<file path="src/rtl/multi_cycle_control_unit.sv">
// Multi-cycle CPU control FSM: the state register is the only flop, outputs decode from (state, op, zero).
// Optional INSN_COUNT_EN adds a retired-instruction counter output insn_count.
module multi_cycle_control_unit #(
  parameter logic [5:0] HALT_OP = 6'b111111,
  parameter logic [1:0] RA_SEL  = 2'b00
) (
  input  logic       CLK,
  input  logic       Reset,
  input  logic [5:0] op,
  input  logic       zero,
  output logic [2:0] state,
  output logic       PCWre,
  output logic       IRWre,
  output logic       InsMemRW,
  output logic       ALUSrcA,
  output logic       ALUSrcB,
  output logic [2:0] ALUOp,
  output logic       ExtSel,
  output logic [1:0] RegDst,
  output logic       RegWre,
  output logic       WrRegDSrc,
  output logic       DBDataSrc,
  output logic       mRD,
  output logic       mWR,
  output logic [1:0] PCSrc
`ifdef INSN_COUNT_EN
  , output logic [31:0] insn_count
`endif
);

  localparam logic [5:0] opAdd  = 6'b000000;
  localparam logic [5:0] opSub  = 6'b000001;
  localparam logic [5:0] opAddi = 6'b000010;
  localparam logic [5:0] opOr   = 6'b010000;
  localparam logic [5:0] opAnd  = 6'b010001;
  localparam logic [5:0] opOri  = 6'b010010;
  localparam logic [5:0] opSll  = 6'b011000;
  localparam logic [5:0] opSlt  = 6'b100110;
  localparam logic [5:0] opSw   = 6'b110000;
  localparam logic [5:0] opLw   = 6'b110001;
  localparam logic [5:0] opBeq  = 6'b110100;
  localparam logic [5:0] opJ    = 6'b111000;
  localparam logic [5:0] opJr   = 6'b111001;
  localparam logic [5:0] opJal  = 6'b111010;

  typedef enum logic [2:0] {
    sIF     = 3'b000,
    sID     = 3'b001,
    sEXE_LS = 3'b010,
    sMEM    = 3'b011,
    sWB_LD  = 3'b100,
    sEXE_BR = 3'b101,
    sEXE_AL = 3'b110,
    sWB_AL  = 3'b111
  } stateT;

  stateT curState, nextState;
  logic  isRType, isAluOp;

  assign isRType = op inside {opAdd, opSub, opOr, opAnd, opSll, opSlt};
  assign isAluOp = isRType || (op == opAddi) || (op == opOri);

  always_comb begin
    nextState = sIF;
    case (curState)
      sIF: nextState = sID;
      sID: begin
        if (op == HALT_OP)                    nextState = sID;
        else if (isAluOp)                     nextState = sEXE_AL;
        else if (op == opBeq)                 nextState = sEXE_BR;
        else if (op == opLw || op == opSw)    nextState = sEXE_LS;
        else                                  nextState = sIF;
      end
      sEXE_AL: nextState = sWB_AL;
      sEXE_LS: nextState = sMEM;
      sMEM:    nextState = (op == opLw) ? sWB_LD : sIF;
      default: nextState = sIF;
    endcase
  end

  always_ff @(posedge CLK or posedge Reset) begin
    if (Reset) curState <= sIF;
    else       curState <= nextState;
  end

  assign state    = curState;
  assign InsMemRW = 1'b1;

  // Enables are gated by Reset so an aborted instruction cannot commit anything.
  assign IRWre  = !Reset && (curState == sIF);
  assign PCWre  = !Reset && (nextState == sIF);
  assign RegWre = !Reset && ((curState == sWB_AL) || (curState == sWB_LD) ||
                             (curState == sID && op == opJal));
  assign mRD    = !Reset && (curState == sMEM) && (op == opLw);
  assign mWR    = !Reset && (curState == sMEM) && (op == opSw);

  always_comb begin
    ALUOp     = 3'b000;
    ALUSrcA   = 1'b0;
    ALUSrcB   = 1'b0;
    ExtSel    = 1'b0;
    RegDst    = 2'b00;
    WrRegDSrc = 1'b1;
    DBDataSrc = 1'b0;
    PCSrc     = 2'b00;
    if (curState != sIF) begin
      ALUSrcA   = (op == opSll);
      ALUSrcB   = op inside {opAddi, opOri, opLw, opSw};
      ExtSel    = (op != opOri);
      WrRegDSrc = (op != opJal);
      DBDataSrc = (op == opLw);
      case (op)
        opSub, opBeq: ALUOp = 3'b001;
        opSll:        ALUOp = 3'b010;
        opOr, opOri:  ALUOp = 3'b011;
        opAnd:        ALUOp = 3'b100;
        opSlt:        ALUOp = 3'b110;
        default:      ALUOp = 3'b000;
      endcase
      if (isRType)                                        RegDst = 2'b10;
      else if (op == opAddi || op == opOri || op == opLw) RegDst = 2'b01;
      else if (op == opJal)                               RegDst = RA_SEL;
      if (op == opJr)                                     PCSrc = 2'b10;
      else if (op == opJ || op == opJal)                  PCSrc = 2'b11;
      else if (op == opBeq && curState == sEXE_BR && zero) PCSrc = 2'b01;
    end
  end

`ifdef INSN_COUNT_EN
  always_ff @(posedge CLK or posedge Reset) begin
    if (Reset)      insn_count <= 32'd0;
    else if (PCWre) insn_count <= insn_count + 32'd1;
  end
`endif

endmodule

</file>
<file path="config.mk">
export PLATFORM = sky130hd
export DESIGN_NAME = multi_cycle_control_unit
export DESIGN_NICKNAME = d
export VERILOG_FILES = /design/src/rtl/multi_cycle_control_unit.sv
export SDC_FILE = /design/constraint.sdc
export NUM_CORES = 1
export LEC_CHECK = 0
export ABC_AREA = 1
export ABC_CLOCK_PERIOD_IN_PS = 2000
export CAP_MARGIN = 20
export CORE_MARGIN = 4
export CORE_UTILIZATION = 40
export DETAILED_ROUTE_END_ITERATION = 8
export GPL_ROUTABILITY_DRIVEN = 0
export PLACE_DENSITY = 0.88
export SETUP_SLACK_MARGIN = 0.3
export SLEW_MARGIN = 20
export SYNTH_ARGS = -nofsm -noshare
export SYNTH_HDL_FRONTEND = slang
export SYNTH_SLANG_ARGS = --single-unit
</file>
<file path="constraint.sdc">
create_clock -name CLK -period 2 [get_ports CLK]
set_input_delay 0.2 -clock CLK [delete_from_list [all_inputs] [get_ports CLK]]
set_output_delay 0.2 -clock CLK [all_outputs]
set_load 0.02 [all_outputs]
</file>
==> impl_metrics.csv <==
group,metric,value,unit
timing,fin_tns_setup,0,ps
timing,rsz0062_at_grt,"yes",
worst_setup_path,worstPathRequired,1800,ps
power_and_ir_drop,total_power,986.0,µW
worst_setup_path,cp_top_family,"simple AND/OR/NAND/NOR gates",
clocking,cts.clk_slew.worst_paths,40,ps
logic_synthesis,synth_top_family_by_area,"simple AND/OR/NAND/NOR gates",
floorplan,io_pins,30,
logic_synthesis,yosys.area.top_type,"inv_1",
worst_setup_path,crit_top_cell,"nand2_1",
power_and_ir_drop,p_int,454.5,µW
clocking,cts_root_buf,"clkbuf_4",
clocking,clock-sinks,3,
worst_setup_path,cp-start-kind,"flip-flop",
logic_synthesis,synth.cell_area,524.3,µm²
drt,dr.pass1.iters,5,
grt,gr-total-overflow,0,
floorplan,start_util,44.76,%
cells_and_area,antennaDiodeCount,0,
floorplan,rows,12,
power_and_ir_drop,p_leak,0.5647,nW
timing,skew,5.361,ps
timing,final_hold_viol_count,0,
power_and_ir_drop,peakVddDrop,778.0,µV
clocking,htreeDepth,1,
grt,grt_usage,23.22,%
logic_synthesis,ys_ff_latch,3,
cells_and_area,fin_nets,165,
timing,setup_violations,0,
worst_setup_path,cpPeakStageDelay,420,ps
grt,antenna_found_initial,0,
worst_setup_path,crit_path_top_delay_cell,"dfrtp_1",
cells_and_area,largest_register_ffs,3,
worst_setup_path,crit_path_cell_trace,"inv_2, nor2_4, inv_2, nor2_4, nand2_1, nand2_1, nand2_1, nand2_1, nor2_2, buf_6",
cells_and_area,finalInstanceArea,1026,µm²
logic_synthesis,synth_edf_count,0,
floorplan,die_width,44.20,µm
cells_and_area,layoutNonFillerInstCount,169,
worst_setup_path,path_buf_inv,3,
logic_synthesis,synth_cell_types,18,
logic_synthesis,synth_top_area_share,15.75,%
logic_synthesis,synth_xor_area_share,0,%
worst_setup_path,arrival,1590,ps
clocking,cts_max_path_buffers,2,
logic_synthesis,post_synth.cell_area_avg,5.191,µm²
drt,wl,2.702,mm
logic_synthesis,synth_nets,110,
timing,period_needed,1786,ps
cells_and_area,area_growth,95.70,%
timing,min_period_over_period,89.28,%
power_and_ir_drop,sw_frac_of_total,53.90,%
clocking,tritoncts,"done",
power_and_ir_drop,switching_power,531.5,µW
worst_setup_path,worst-path-stages,10,
cells_and_area,fin_util,87.61,%
drt,ant_nets,0,
timing,fmax,560.1,MHz
placement,portBuffers,28,
power_and_ir_drop,comb_power_share,75.7,%
floorplan,core_region_area,1171,µm²
logic_synthesis,synth_compound_gate_area_share,12.41,%
placement,placed_cell_area,949.7,µm²
floorplan,die_area,1954,µm²
drt,drt-initial-drc-count,60,
drt,vias,953,
grt,grt_pass1_vias,842,
clocking,cts_buffers,3,
job,cap_violations,0,
logic_synthesis,synth_area_leaders,"inv_1, dfrtp_1, nand2_1",
logic_synthesis,synth-adder-area-share,0,%
drt,remaining_drc_errors,0,
worst_setup_path,rr_worst_depth,8,
placement,dp_hpwl,1.627,mm
floorplan,die_h,44.20,µm
min_path,min_path_type,"input pin to asynchronous set/reset pin",
logic_synthesis,ys_warn_count,0,
placement,post-place-cells,160,
clocking,ctsHoldBuffers,0,
logic_synthesis,synth-simple-area-share,52.51,%
worst_setup_path,worstPathMaxFanout,3,
grt,grt_max_degree,8,
worst_setup_path,end_kind,"output port",
power_and_ir_drop,clkPwrFrac,10.8,%
grt,grt_pass1_wl,3.436,mm
worst_setup_path,crit_type,"flip-flop to output port",
logic_synthesis,muxShareOfSynthArea,0,%
logic_synthesis,synthCells,101,
drt,viasPerCell,5.639,
power_and_ir_drop,p_per_area,961.0,nW/µm²
run_status,status,"completed",
timing,maxSlewViolCount,0,
logic_synthesis,synthArstFlopShare,100.0,%
power_and_ir_drop,power_frac_seq,13.5,%
clocking,clock_latency,230,ps
logic_synthesis,synth-main-ff-cell,"dfrtp_1",
logic_synthesis,seq_area_frac_synth,14.32,%
drt,wl_per_cell,15.99,µm
cells_and_area,drive_above_1_share,54.84,%
==> synth_stat cells (2+ instances only) <==
library cell  instances
nor3_1                4
inv_1                22
nand2_1              17
nor2_1               16
nand4_1               3
nor2_2                6
inv_2                 4
nand3_2               2
nand2_2               3
a21oi_1               7
dfrtp_1               3
nand3_1               6
o21ai_0               3
==> timing repair <==
item | 4_1_cts | 5_1_grt
endpoints found under the setup margin | 17 | 16
pin swaps | 1 | 9
resized for setup | 52 | 53
setup buffers | 2 | 3
==> cells by family (layout without fill, tap and decap cells) <==
family,Yosys count,in the layout
flops,3,3
other cells,1,1
simple gates,58,58
buf+inv,27,81
compound gates,12,12
==> per-layer routing <==
layer	track usage, %	part of all wire, %
met1	23.86	33
met2	44.48	51
met3	2.439	9.9
met4	13.25	6.1
met5	0	0
==> stage by stage <==
stage                     hold WS, ps  worst slack, ps
after global routing            389.3            162.2
after floorplan                -38.12            390.2
after CTS                       368.6            189.8
final                           382.3            214.5
after global placement          561.7           -358.9
after detailed placement        601.2           -405.3
==> cell type report <==
type                            count  area [µm²]
Fill cell                          62       145.1
Clock buffer                        4       26.28
Multi-Input combinational cell     71       430.4
Inverter                           26       97.59
Tap cell                           14       17.52
Timing Repair Buffer               51       376.6
Sequential cell                     3       77.57
==> final timing paths <==
path	start	to	slack, ps
max	state[0]$_DFF_PP0_	PCWre	210
min	Reset	state[0]$_DFF_PP0_	380
max reg2reg	state[0]$_DFF_PP0_	state[2]$_DFF_PP0_	750
min reg2reg	state[2]$_DFF_PP0_	state[0]$_DFF_PP0_	650
max in group asynchronous	Reset	state[2]$_DFF_PP0_	1500
min in group CLK	op[3]	state[0]$_DFF_PP0_	500
==> worst register-to-register path, delay by kind of cell, from the launching register on <==
family	cells	cell delay, ps
buffers and inverters	3	230
and+or+nand+nor	5	520
DFF	1	420
==> power by group through the flow <==
stage	clock (mW)	sequential [mW]	combinational (mW)
detailed placement	0	0.124	0.556
floorplan	0	0.148	0.264
global placement	0	0.122	0.540
CTS	0.112	0.126	0.591
finish	0.107	0.133	0.746
global route	0.116	0.135	0.789
==> layout by cell type (no fill, tap or decap), types with 4 or more instances in the layout <==
| cell type | netlist | final |
|---|---|---|
| nand2_2 | 3 | 5 |
| buf_2 | 0 | 5 |
| nor2_2 | 6 | 11 |
| a21oi_1 | 7 | 4 |
| clkbuf_2 | 0 | 11 |
| nor2_1 | 16 | 7 |
| nand2_1 | 17 | 15 |
| buf_4 | 1 | 22 |
| nor2_4 | 0 | 4 |
| inv_2 | 4 | 10 |
| nand3_1 | 6 | 6 |
| clkdlybuf4s50_1 | 0 | 5 |
| inv_1 | 22 | 16 |
No activity file was read; power rests on OpenSTA's default activity.
